File: config.mk
export PLATFORM = sky130hd
export DESIGN_NAME = seg_scan_driver_flat
export DESIGN_NICKNAME = d
export VERILOG_FILES = /design/src/rtl/seg_scan_if.sv /design/src/rtl/seg_scan_driver.sv /design/src/flat_wrapper.sv
export SDC_FILE = /design/constraint.sdc
export NUM_CORES = 1
export LEC_CHECK = 0
export ABC_AREA = 1
export CAP_MARGIN = 30
export CELL_PAD_IN_SITES_DETAIL_PLACEMENT = 1
export CELL_PAD_IN_SITES_GLOBAL_PLACEMENT = 2
export CORE_UTILIZATION = 34
export DETAILED_ROUTE_END_ITERATION = 6
export PLACE_DENSITY = 0.87
export SYNTH_ARGS = -nofsm -noshare
export SYNTH_HDL_FRONTEND = slang
export SYNTH_SLANG_ARGS = --single-unit
File: constraint.sdc
create_clock -name clk -period 3.8 [get_ports clk]
set_input_delay 0.57 -clock clk [delete_from_list [all_inputs] [get_ports clk]]
set_output_delay 0.57 -clock clk [all_outputs]
set_load 0.02 [all_outputs]
File: src/rtl/seg_scan_if.sv
// Display-side bundle between the time-keeping logic and the seven-segment scan driver.
// master drives control and digit data; slave produces the pin-level scan outputs.
interface seg_scan_if #(
  parameter int unsigned NUM_DIGITS = 9
);
  logic                    en;
  logic [4*NUM_DIGITS-1:0] digits_bcd;
  logic                    load;
  logic                    lz_en;
  logic [NUM_DIGITS-1:0]   blank_mask;
  logic [NUM_DIGITS-1:0]   blink_mask;
  logic                    err_clr;
  logic [6:0]              seg;
  logic [NUM_DIGITS-1:0]   dig_sel;
  logic                    frame_done;
  logic                    err_flag;

  modport master (
    output en, digits_bcd, load, lz_en, blank_mask, blink_mask, err_clr,
    input  seg, dig_sel, frame_done, err_flag
  );

  modport slave (
    input  en, digits_bcd, load, lz_en, blank_mask, blink_mask, err_clr,
    output seg, dig_sel, frame_done, err_flag
  );
endinterface

File: src/rtl/seg_scan_driver.sv
// Time-multiplexed seven-segment scan driver: tear-free frame snapshots, dead time,
// leading-zero suppression, blanking/blinking, invalid-code flag and pin polarity.
module seg_scan_driver #(
  parameter int unsigned NUM_DIGITS   = 9,
  parameter int unsigned SCAN_DIV     = 1000,
  parameter int unsigned BLINK_FRAMES = 64,
  parameter bit          ACTIVE_LOW   = 1'b0
) (
  input logic      clk,
  input logic      rst_n,
  seg_scan_if.slave bus
);

  localparam int unsigned IW = $clog2(NUM_DIGITS);
  localparam int unsigned PW = $clog2(SCAN_DIV);
  localparam int unsigned FW = (BLINK_FRAMES > 1) ? $clog2(BLINK_FRAMES) : 1;
  localparam int unsigned DW = 4 * NUM_DIGITS;

  localparam logic [6:0]            SEG_INV = ACTIVE_LOW ? 7'h7f : 7'h00;
  localparam logic [NUM_DIGITS-1:0] DIG_INV = ACTIVE_LOW ? {NUM_DIGITS{1'b1}} : {NUM_DIGITS{1'b0}};

  logic [PW-1:0]         presc_q, presc_d;
  logic [IW-1:0]         idx_q, idx_d;
  logic [FW-1:0]         frame_q, frame_d;
  logic                  blink_q, blink_d;
  logic [DW-1:0]         pending_q, pending_d;
  logic [DW-1:0]         display_q, display_d;
  logic                  err_q, err_d;
  logic                  frame_done_q, frame_done_d;
  logic [6:0]            seg_q, seg_d;
  logic [NUM_DIGITS-1:0] dig_sel_q, dig_sel_d;

  logic [3:0] cur_digit;
  logic       lz_blank;
  logic       blank;

  function automatic logic [6:0] seg_decode(input logic [3:0] code);
    case (code)
      4'd0:    return 7'b1111101;
      4'd1:    return 7'b1100000;
      4'd2:    return 7'b0110111;
      4'd3:    return 7'b1100111;
      4'd4:    return 7'b1101010;
      4'd5:    return 7'b1001111;
      4'd6:    return 7'b1011111;
      4'd7:    return 7'b1100001;
      4'd8:    return 7'b1111111;
      4'd9:    return 7'b1101011;
      default: return 7'b0000010;
    endcase
  endfunction

  // Blank decision for the digit currently addressed; LZ looks at this digit and all above it
  always_comb begin
    cur_digit = display_q[{idx_q, 2'b00} +: 4];
    lz_blank  = bus.lz_en && (idx_q != '0) && ((display_q >> {idx_q, 2'b00}) == '0);
    blank     = bus.blank_mask[idx_q] | (blink_q & bus.blink_mask[idx_q]) | lz_blank;
  end

  // Next-state and registered-output computation
  always_comb begin
    presc_d      = presc_q;
    idx_d        = idx_q;
    frame_d      = frame_q;
    blink_d      = blink_q;
    display_d    = display_q;
    pending_d    = bus.load ? bus.digits_bcd : pending_q;
    err_d        = err_q & ~bus.err_clr;
    frame_done_d = 1'b0;
    seg_d        = SEG_INV;
    dig_sel_d    = DIG_INV;

    if (bus.en) begin
      seg_d     = (blank ? 7'h00 : seg_decode(cur_digit)) ^ SEG_INV;
      dig_sel_d = ((presc_q == '0) ? '0 : (NUM_DIGITS'(1) << idx_q)) ^ DIG_INV;
      if (!blank && (cur_digit > 4'd9)) begin
        err_d = 1'b1;
      end

      if (presc_q == PW'(SCAN_DIV - 1)) begin
        presc_d = '0;
        if (idx_q == IW'(NUM_DIGITS - 1)) begin
          // Frame boundary: the only point where the displayed snapshot may change
          idx_d        = '0;
          frame_done_d = 1'b1;
          display_d    = pending_q;
          if (frame_q == FW'(BLINK_FRAMES - 1)) begin
            frame_d = '0;
            blink_d = ~blink_q;
          end else begin
            frame_d = frame_q + FW'(1);
          end
        end else begin
          idx_d = idx_q + IW'(1);
        end
      end else begin
        presc_d = presc_q + PW'(1);
      end
    end
  end

  always_ff @(posedge clk or negedge rst_n) begin
    if (!rst_n) begin
      presc_q      <= '0;
      idx_q        <= '0;
      frame_q      <= '0;
      blink_q      <= 1'b0;
      pending_q    <= '0;
      display_q    <= '0;
      err_q        <= 1'b0;
      frame_done_q <= 1'b0;
      seg_q        <= SEG_INV;
      dig_sel_q    <= DIG_INV;
    end else begin
      presc_q      <= presc_d;
      idx_q        <= idx_d;
      frame_q      <= frame_d;
      blink_q      <= blink_d;
      pending_q    <= pending_d;
      display_q    <= display_d;
      err_q        <= err_d;
      frame_done_q <= frame_done_d;
      seg_q        <= seg_d;
      dig_sel_q    <= dig_sel_d;
    end
  end

  assign bus.seg        = seg_q;
  assign bus.dig_sel    = dig_sel_q;
  assign bus.frame_done = frame_done_q;
  assign bus.err_flag   = err_q;

endmodule

File: src/flat_wrapper.sv
// flat-port wrapper written by rule: the top's interface ports become plain ports
module seg_scan_driver_flat 
#(
  parameter int unsigned NUM_DIGITS   = 9,
  parameter int unsigned SCAN_DIV     = 1000,
  parameter int unsigned BLINK_FRAMES = 64,
  parameter bit          ACTIVE_LOW   = 1'b0
)
  (clk, rst_n, bus_en, bus_digits_bcd, bus_load, bus_lz_en, bus_blank_mask, bus_blink_mask, bus_err_clr, bus_seg, bus_dig_sel, bus_frame_done, bus_err_flag);
  seg_scan_if #(.NUM_DIGITS(NUM_DIGITS)) bus_i ();
  input logic clk;
  input logic rst_n;
  input wire logic [$bits(bus_i.en)-1:0] bus_en;
  input wire logic [$bits(bus_i.digits_bcd)-1:0] bus_digits_bcd;
  input wire logic [$bits(bus_i.load)-1:0] bus_load;
  input wire logic [$bits(bus_i.lz_en)-1:0] bus_lz_en;
  input wire logic [$bits(bus_i.blank_mask)-1:0] bus_blank_mask;
  input wire logic [$bits(bus_i.blink_mask)-1:0] bus_blink_mask;
  input wire logic [$bits(bus_i.err_clr)-1:0] bus_err_clr;
  output wire logic [$bits(bus_i.seg)-1:0] bus_seg;
  output wire logic [$bits(bus_i.dig_sel)-1:0] bus_dig_sel;
  output wire logic [$bits(bus_i.frame_done)-1:0] bus_frame_done;
  output wire logic [$bits(bus_i.err_flag)-1:0] bus_err_flag;
  assign bus_i.en = bus_en;
  assign bus_i.digits_bcd = bus_digits_bcd;
  assign bus_i.load = bus_load;
  assign bus_i.lz_en = bus_lz_en;
  assign bus_i.blank_mask = bus_blank_mask;
  assign bus_i.blink_mask = bus_blink_mask;
  assign bus_i.err_clr = bus_err_clr;
  assign bus_seg = bus_i.seg;
  assign bus_dig_sel = bus_i.dig_sel;
  assign bus_frame_done = bus_i.frame_done;
  assign bus_err_flag = bus_i.err_flag;
  seg_scan_driver #(.NUM_DIGITS(NUM_DIGITS), .SCAN_DIV(SCAN_DIV), .BLINK_FRAMES(BLINK_FRAMES), .ACTIVE_LOW(ACTIVE_LOW)) u_core (.clk(clk), .rst_n(rst_n), .bus(bus_i));
endmodule
# After elaboration in Yosys (flattened, before gate mapping)
# Memory sizes are Yosys's and may differ from the RTL's.
# Index checks and enable logic that the tools add are counted.
# word_totals
register_bits	111
latch_bits	0
ramBits	0
romBits	112
inputBits	60
word_cells	54
n_memories	1
# mem_list
name	depth	width	rd	rd_clocked_by_memory_dff	wr	line_no	source
(no name shown)	16	7	1	0	0	seg_scan_driver.sv:38	case (code)
# classes
n_addsub	3
mul	0
div	0
n_lt_le_gt_ge	2
eq_ne	3
shift	3
mux	16
bitwise	6
reduce_logical	10
# ops
operator	count
logical NOT 36 bit	1
variable part select 36 x 7 -> 4 bit	1
>> shifter 36 x 6 -> 36 bit	1
2-to-1 mux 9 bit	2
2-to-1 mux 7 bit	2
adder 10 x 1 -> 10 bit (second input constant)	1
== test 10 bit (second input constant)	1
logical NOT 10 bit	1
2-to-1 mux 10 bit	1
left shift 1 x 4 -> 9 bit (first input constant)	1
binary-select mux 1 bit (select 4 bit)	2
2-to-1 mux 1 bit	7
adder 6 x 1 -> 6 bit (second input constant)	1
== test 6 bit (second input constant)	1
2-to-1 mux 6 bit	1
< comparator 4 x 5 -> 1 bit (second input constant)	1
adder 4 x 1 -> 4 bit (second input constant)	1
== test 4 bit (second input constant)	1
> comparator 4 bit (second input constant)	1
2-to-1 mux 4 bit	1
AND reduction 4 bit	1
nonzero test 4 bit	1
logical AND 1 bit	3
AND reduction 3 bit	1
5 further kinds	8

# Logic depth before layout (Yosys ltp)
# Gate-level depths: netlist of the first run.
# depth
ltp_word	9
depth_mapped	15
mapped_depth_nobuf	14

# Worst setup path before layout of the first run
# No wires, ideal clock.
# synth_path
path_kind	register to register
startpoint	reg u_core.idx_q[0]
endpoint	reg u_core.seg_q[6], in the netlist u_core.bus.seg[6]
setup_ns	0.122
arrival_ns	2.104
setup_slack_ns	1.574
stages_incl_launch_ff	14
path_buffers	0
path_cell_list	dfrtp_1 > nor2_1 > inv_2 > o21ai_0 > nor3_1 > a221oi_1 > ha_1 > nand4_1 > nor2_1 > nand2_1 > inv_1 > nand2_1 > nand3_1 > nor2_1
# synth_between
elab_chain_cells	7
# synth_lines
element	line_no	source
from (decl)	seg_scan_driver.sv:23	logic [IW-1:0] idx_q, idx_d;
from (signal assigned)	seg_scan_driver.sv:116	idx_q <= idx_d;
branches (longest 5 deep; another with memory (16 x 7 bit))	-	
2-to-1 mux 7 bit (*)	seg_scan_driver.sv:74	seg_d = (blank ? 7'h00 : seg_decode(cur_digit)) ^ SEG_INV;
2-to-1 mux 7 bit (*)	seg_scan_driver.sv:73	if (bus.en) begin
via u_core.seg_d[6]	seg_scan_driver.sv:30	logic [6:0] seg_q, seg_d;
to (signal assigned)	seg_scan_driver.sv:123	seg_q <= seg_d;
to (decl)	seg_scan_driver.sv:30	
# Mark *: on every way through the listed nets, which the timed path passes. The select of a mux whose other input is x is not followed.
# A chain may end at the register's enable or synchronous reset.

# Worst setup path in the final report of the first run
# layout_path
startpoint	reg u_core.idx_q[1]
endpoint	reg u_core.seg_q[6], in the netlist u_core.bus.seg[6]
# The elaborated chain is that of the path after synthesis.

==> parameters.txt, run 1 <==
Parameter                              Value

Worst setup path
  Startpoint type of the worst setup path    flop
  Worst-case reg-to-reg path depth    13
  Launching element of the worst setup path    u_core.idx_q[1]
  Arrival @ worst endpoint    3.35 ns
  Kind of critical path    reg -> reg
  Register-to-register setup slack    just under 0.7 ns
  Required @ worst endpoint    4.04 ns
  Critical-path maximum fanout    7
  Reg2reg end    u_core.bus.seg[6]
  Critical Path End    u_core.bus.seg[6]
  Endpoint kind of the worst setup timing path    flop
  R2r startpoint    u_core.idx_q[1]

Global route
  Aggregate global-route resource usage    19.1%
  Grt total ovfl    0
  Met1 Track Usage GR    between 20% and 30%
  Initial antenna violation count    0
  GR Util met3    between 3 and 4%
  Vias in the first global route    5147
  Most crowded layer after global routing    met2
  Wire length of the first global-routing pass    25.1 mm
  Largest net degree at the start of global routing    74
  Grt met2 use    roughly 34%

Cells and area
  Layout Area Growth over Synthesis    22.8%
  Fraction of layout cells with a size suffix above 1    4.65%
  Final-stage net count    ~860
  Layout Cell Area excl Fill    between 6000 and 7000 um2
  Antenna diodes    0
  Utilization after layout    between 40% and 50%

Route
  DRC errors left    0
  Detail-routed via count per cell    between 4 and 5
  Violation count after the first detailed-routing iteration    192
  Post-detailed-routing wire length    about 15 mm
  Average routed wire per standard cell    roughly 15 um
  DRT antenna net count    0
  Number of iterations in the first detailed-routing pass    4
  Detailed-route via count    approximately 4.9k

Clock network
  Clock tree from TritonCTS    built
  Clock Pin Slew Worst Setup and Hold Paths    0.07 ns
  Number of buffers inserted to repair setup after CTS    0
  Number of sinks driven by the clock tree    roughly 110
  Hold bufs inserted after CTS    0
  Num CTS Buffers    9
  Number of levels the H-tree was split into    3
  Clock tree root driver cell    clkbuf_16
  Maximum buffer depth of the clock tree    2
  PostCTS Resize Cnt    0
  Worst-Skew Late Latency    0.35 ns

Placed design
  Buffers added on ports    77
  RD Place Congestion    roughly 0.80
  Placed inst area    around 6500 um2
  Detailed-placement wirelength estimate    11.0 mm

Logic synthesis
  Number of distinct library cell variants in the gate-level netlist after synthesis    31
  Seq/Total Area, Yosys    roughly half
  Synth Area per Inst    7.68 um2
  EDFF count, synth    0
  Asr flop ratio synth    100%
  Yosys synthesis warning count    0
  Number of standard cells after synthesis    just over 700
  Flops & latches, synth    approximately 110
  Most used flip-flop cell after synthesis    dfrtp_1
  Syn Nets    796
  Synth Cell Area    5560 um2

STA
  Worst-case clock skew    0.00598 ns
  Number of failing hold endpoints at the final stage    0
  Worst slew margin relative to its limit    approximately a third
  Final critical-path required period    about 3.1 ns
  Setup violators final    0
  Final Cycle Share    about 82%
  Pins over their slew limit    0
  Setup tns final    0 ns
  Fmax achieved    approximately 320 MHz
  RSZ-0062 raised after global routing    false
  Worst Max-Slew Pin Slew    approximately 0.97 ns

Die
  Horizontal extent of the die    130 um
  Die Y    around 130 um
  Die area    16900 um2
  # rows    46
  Ports    ~80
  Core box area    about 16000 um2
  Starting utilization of the core area    roughly a third

Outcome
  Status    complete, no violations

Flow run
  Number of max-cap violations    0

Power
  Cell area power density    a little under 400 nW/um2
  Internal cell power    around 2 mW
  Combinational share of power    15.5%
  Overall Power    about 2.7 mW
  Switching power    between 700 and 800 uW
  Worst voltage drop across the vdd grid    roughly 0.21 mV
  Share of power burned in registers    between 40% and 50%
  Leakage component of the power    between 3 and 4 nW
  Clock network fraction of design power    roughly 35%
  Net Sw Frac    about 28%

Worst hold path
  Path type of the worst min-delay path    in -> async
per-stage QoR:
step	std cells	hold WS [ns]	setup slack, ns
floorplan	723	0.274	1.57
global placement	995	0.467	0.841
detailed placement	995	0.487	0.775
CTS	1011	0.241	0.726
global route	1011	0.260	0.476
finish	1011	0.215	0.694
state kept, by name, indices dropped and copies added (netlist names):
register               flops
u_core.bus.frame_done      1
u_core.presc_q            10
u_core.frame_q             6
u_core.bus.seg             7
u_core.blink_q             1
u_core.bus.err_flag        1
u_core.display_q          36
u_core.idx_q               4
u_core.bus.dig_sel         9
u_core.pending_q          36
power by group through the flow:
stage,sequential [mW],combinational (mW),clock (mW)
final,1.33,0.421,0.959
after global routing,1.34,0.487,1.03
after global placement,1.35,0.417,0
after detailed placement,1.35,0.427,0
after CTS,1.33,0.431,0.998
after floorplan,1.35,0.230,0
layout make-up:
cell class              instances  area [um2]
clock inverters                 5        56.3
flip-flops and latches        111        2780
inverters                      90         338
repair buffers                 82         813
fillers                      1992        9120
well taps                     216         270
multi-input cells             496        2330
clock buffers                  11         243
how the worst min path moves through the flow:
stage	endpoint	from	depth (start not counted)	slack, ns
2_1_floorplan	u_core.blink_q	rst_n	0	0.27
3_3_place_gp	u_core.bus.err_flag	u_core.bus.err_flag	2	0.47
3_5_place_dp	u_core.display_q[1]	u_core.display_q[1]	2	0.49
4_1_cts	u_core.bus.dig_sel[8]	rst_n	1	0.24
5_1_grt	u_core.presc_q[1]	rst_n	1	0.26
6_report	u_core.presc_q[1]	rst_n	1	0.21
Yosys cell counts (all sizes together), types with 4 or more instances:
library cell / n / area share (%)
a21oi: 11 / 0.99
buf: 9 / 0.90
clkbuf: 17 / 1.1
dfrtp: 111 / 50
ha: 13 / 2.9
inv: 90 / 6.1
nand2: 224 / 15
nand3: 39 / 3.8
nand4: 8 / 1.0
nor2: 74 / 5.5
nor3: 14 / 1.3
o21ai: 91 / 8.2
xor2: 4 / 0.63
logic make-up after synthesis:
| kind of cell | after synthesis | synth area share [%] |
|---|---|---|
| XOR/XNOR | 6 | 0.946 |
| buffers and inverters | 116 | 8.13 |
| AND/OR/NAND/NOR | 364 | 27.3 |
| flip-flops | 111 | 50.0 |
| AO/OA/AOI/OAI | 113 | 10.7 |
| adder cells (fa/ha/maj) | 13 | 2.93 |
cells in the final DEF (no fill, tap or decap), types with 2 or more instances in the layout:
master,instances
a221oi_1,2
clkinv_2,2
dfrtp_1,111
nor3b_1,2
nand3_2,3
o22ai_1,2
a21oi_1,11
xor2_1,4
nand4_1,7
nand2_1,224
a22oi_1,2
buf_4,5
o21ai_0,91
xnor2_1,2
inv_2,6
nand3_1,36
nor3_1,14
nor2_4,3
nor2_2,2
clkbuf_16,9
inv_1,84
nor4_1,2
clkdlybuf4s50_1,75
nor2_1,69
ha_1,13
worst max-delay path: stages, from the launching register on:
cell	delay [ns]
dfrtp_1	0.46
nor2_1	0.56
inv_2	0.12
o21ai_0	0.22
nor3_1	0.07
a221oi_1	0.47
ha_1	0.30
nand4_1	0.18
nor2_1	0.16
nand2_1	0.06
inv_1	0.06
nand2_1	0.11
nand3_1	0.17
nor2_1	0.07
metal layers:
| metal | vias up | part of all wire [%] |
|---|---|---|
| met2 | 96 | 48 |
| met1 | 2334 | 47 |
| met4 | 0 | 1.2 |
| li1 | 2416 | - |
| met3 | 15 | 3.6 |
| met5 | - | 0 |
Power figures use the tool's default switching activity.
==> inputs of run 2 (changes only) <==
Settings changed: CORE_UTILIZATION 34 to 32, PLACE_DENSITY 0.87 to 0.82.
Clock period 3.8 ns to 3.2 ns, I/O delays scaled along.
==> run 2 against run 1 <==
Design area is 0.61% higher. Worst hold slack worse by 0.027 ns. Power is 20% higher. Largest power group unchanged. Count of clock-buffer cells in the layout grew 1. Sequential share of layout area decreased by 0.24 points. Maximum frequency up 21%. Register-to-register slack lost 0.05 ns. Sequential power up 19%. Critical path type unchanged.
==> parameters.txt, run 2 (synthesis results as in run 1) <==
Parameter                              Value

Clock network
  Number of sinks driven by the clock tree    111 (unchanged)
  PostCTS Resize Cnt    0 (unchanged)
  Maximum buffer depth of the clock tree    2 (unchanged)
  Clock tree root driver cell    clkbuf_16
  Num CTS Buffers    9 (unchanged)
  Clock tree from TritonCTS    built
  Number of levels the H-tree was split into    3 (unchanged)
  Worst-Skew Late Latency    0.36 ns (about the same)
  Number of buffers inserted to repair setup after CTS    0 (unchanged)
  Hold bufs inserted after CTS    0 (unchanged)
  Clock Pin Slew Worst Setup and Hold Paths    0.07 ns (about the same)

Worst setup path
  Register-to-register setup slack    0.64 ns (-0.05 ns)
  Endpoint kind of the worst setup timing path    flop
  Critical-path maximum fanout    20 (+13)
  Reg2reg end    u_core.bus.seg[3]
  Required @ worst endpoint    3.44 ns (-0.60 ns)
  Startpoint type of the worst setup path    flop
  Arrival @ worst endpoint    2.80 ns (-0.55 ns)
  Kind of critical path    reg -> reg
  Worst-case reg-to-reg path depth    15 (+2)
  R2r startpoint    u_core.idx_q[0]

Die
  Die area    17900 um2 (+6.2%)
  Die Y    134 um (+3.0%)
  Ports    78 (unchanged)
  Core box area    16800 um2 (+5.1%)
  Horizontal extent of the die    134 um (+3.0%)
  Starting utilization of the core area    33.1% (-1.7 points)
  # rows    47 (+2.2%)

Global route
  Aggregate global-route resource usage    17.9% (-1.2 points)
  Initial antenna violation count    0 (unchanged)
  Largest net degree at the start of global routing    74 (unchanged)
  Vias in the first global route    5078 (-1.3%)
  Wire length of the first global-routing pass    25.4 mm (+0.93%)
  Grt total ovfl    0 (unchanged)

STA
  RSZ-0062 raised after global routing    false
  Worst-case clock skew    0.00962 ns (+0.00364 ns)
  Final Cycle Share    80.0% (-1.8 points)
  Worst Max-Slew Pin Slew    0.979 ns (+0.00695 ns)
  Number of failing hold endpoints at the final stage    0 (unchanged)
  Setup tns final    0 ns (unchanged)
  Setup violators final    0 (unchanged)
  Worst slew margin relative to its limit    34.7% (-0.46 points)
  Fmax achieved    391 MHz (+21%)
  Final critical-path required period    2.56 ns (-0.547 ns)
  Pins over their slew limit    0 (unchanged)

Cells and area
  Non-filler instance count after layout    1017 (+0.59%)
  Layout Area Growth over Synthesis    23.6%
  Antenna diodes    0 (unchanged)
  Final-stage net count    867 (+0.46%)
  Utilization after layout    41.0% (-1.8 points)
  Commonest cells after routing, fill and taps aside    nand2_1, dfrtp_1, o21ai_0
  Fraction of layout cells with a size suffix above 1    5.02% (+0.36 points)
  Leading cell type in the layout, fill and taps excluded    nand2_1
  Largest registers in the final layout    u_core.display_q: 36 flops, u_core.pending_q: 36 flops, u_core.presc_q: 10 flops

Route
  Post-detailed-routing wire length    14.7 mm (-0.93%)
  DRT antenna net count    0 (unchanged)
  Average routed wire per standard cell    14.4 um (-1.5%)
  Detailed-route via count    4772 (-1.8%)
  Number of iterations in the first detailed-routing pass    4 (unchanged)
  DRC errors left    0 (unchanged)
  Violation count after the first detailed-routing iteration    170 (-11%)
  Detail-routed via count per cell    4.69 (-2.4%)

Placed design
  Buffers added on ports    77 (unchanged)
  Detailed-placement wirelength estimate    11.1 mm (+1.4%)
  RD Place Congestion    0.830 (+3.9%)
  Number of placed cells counting well taps    1003 (+0.80%)

Outcome
  Status    complete, no violations

Flow run
  Number of max-cap violations    0 (unchanged)

Power
  Cell area power density    473 nW/um2 (+19%)
  Worst voltage drop across the vdd grid    0.328 mV (+53%)
  Leakage component of the power    3.33 nW (+0.75%)
  Overall Power    3.25 mW (+20%)

Worst hold path
  Path type of the worst min-delay path    in -> async
-- run 2: cell types whose count changed in the layout (fill, tap and decap cells not counted) --
cell	delta
clkbuf_8	+2
buf_4	+4
clkbuf_1	-1
clkinvlp_4	-1
clkinv_2	-2
-- run 2: per-stage QoR --
stage	instance area [um2]	hold slack (ns)	worst slack [ns]
floorplan	5560	0.184	0.974
global placement	6560	0.474	0.725
detailed placement	6560	0.476	0.653
CTS	6870	0.220	0.623
global route	6870	0.246	0.335
finish	6870	0.187	0.641
-- run 2: area by class of cell --
cell class / count / area [um2]
Fill cell: 2036 / 9890
Sequential cell: 111 / 2780
Multi-Input combinational cell: 496 / 2330
Timing Repair Buffer: 86 / 843
Inverter: 90 / 338
Tap cell: 220 / 275
Clock buffer: 12 / 267
Clock inverter: 2 / 38.8
-- run 2: worst max-delay path, cell delays in order, from the launching register on --
cell and delay (ns):
dfrtp_1 0.47, buf_4 0.25, buf_4 0.21, nand2_1 0.13, nand3_1 0.12, nand3_1 0.11
nand2_1 0.09, nor2_2 0.17, ha_1 0.23, nand4_1 0.15, nor2_1 0.13, nand2_1 0.06
inv_1 0.05, nand2_1 0.07, nand3_1 0.14, nor2_1 0.06
-- run 2: power breakdown --
group          switching [mW]  total [mW]  internal [mW]
logic                   0.295       0.497          0.203
registers              0.0761        1.58           1.50
clock network           0.508        1.17          0.666
-- run 2: how the worst max path moves through the flow --
stage,depth (start not counted),start,to
2_1_floorplan,13,u_core.idx_q[0],u_core.bus.seg[6]
3_3_place_gp,13,u_core.idx_q[1],u_core.bus.seg[6]
3_5_place_dp,14,u_core.idx_q[0],u_core.bus.seg[3]
4_1_cts,15,u_core.idx_q[0],u_core.bus.seg[3]
5_1_grt,13,u_core.idx_q[1],u_core.bus.seg[5]
6_report,15,u_core.idx_q[0],u_core.bus.seg[3]
-- run 2: metal layers --
layer | vias up | part of all wire (%) | wire length [um] | global-route usage [%]
met5 | - | 0 | 0 | 0
met4 | 0 | 0.98 | 144 | 4.23
met3 | 11 | 3.5 | 508 | 3.50
met2 | 71 | 47 | 6830 | 29.0
met1 | 2268 | 49 | 7170 | 24.5
li1 | 2422 | - | - | -
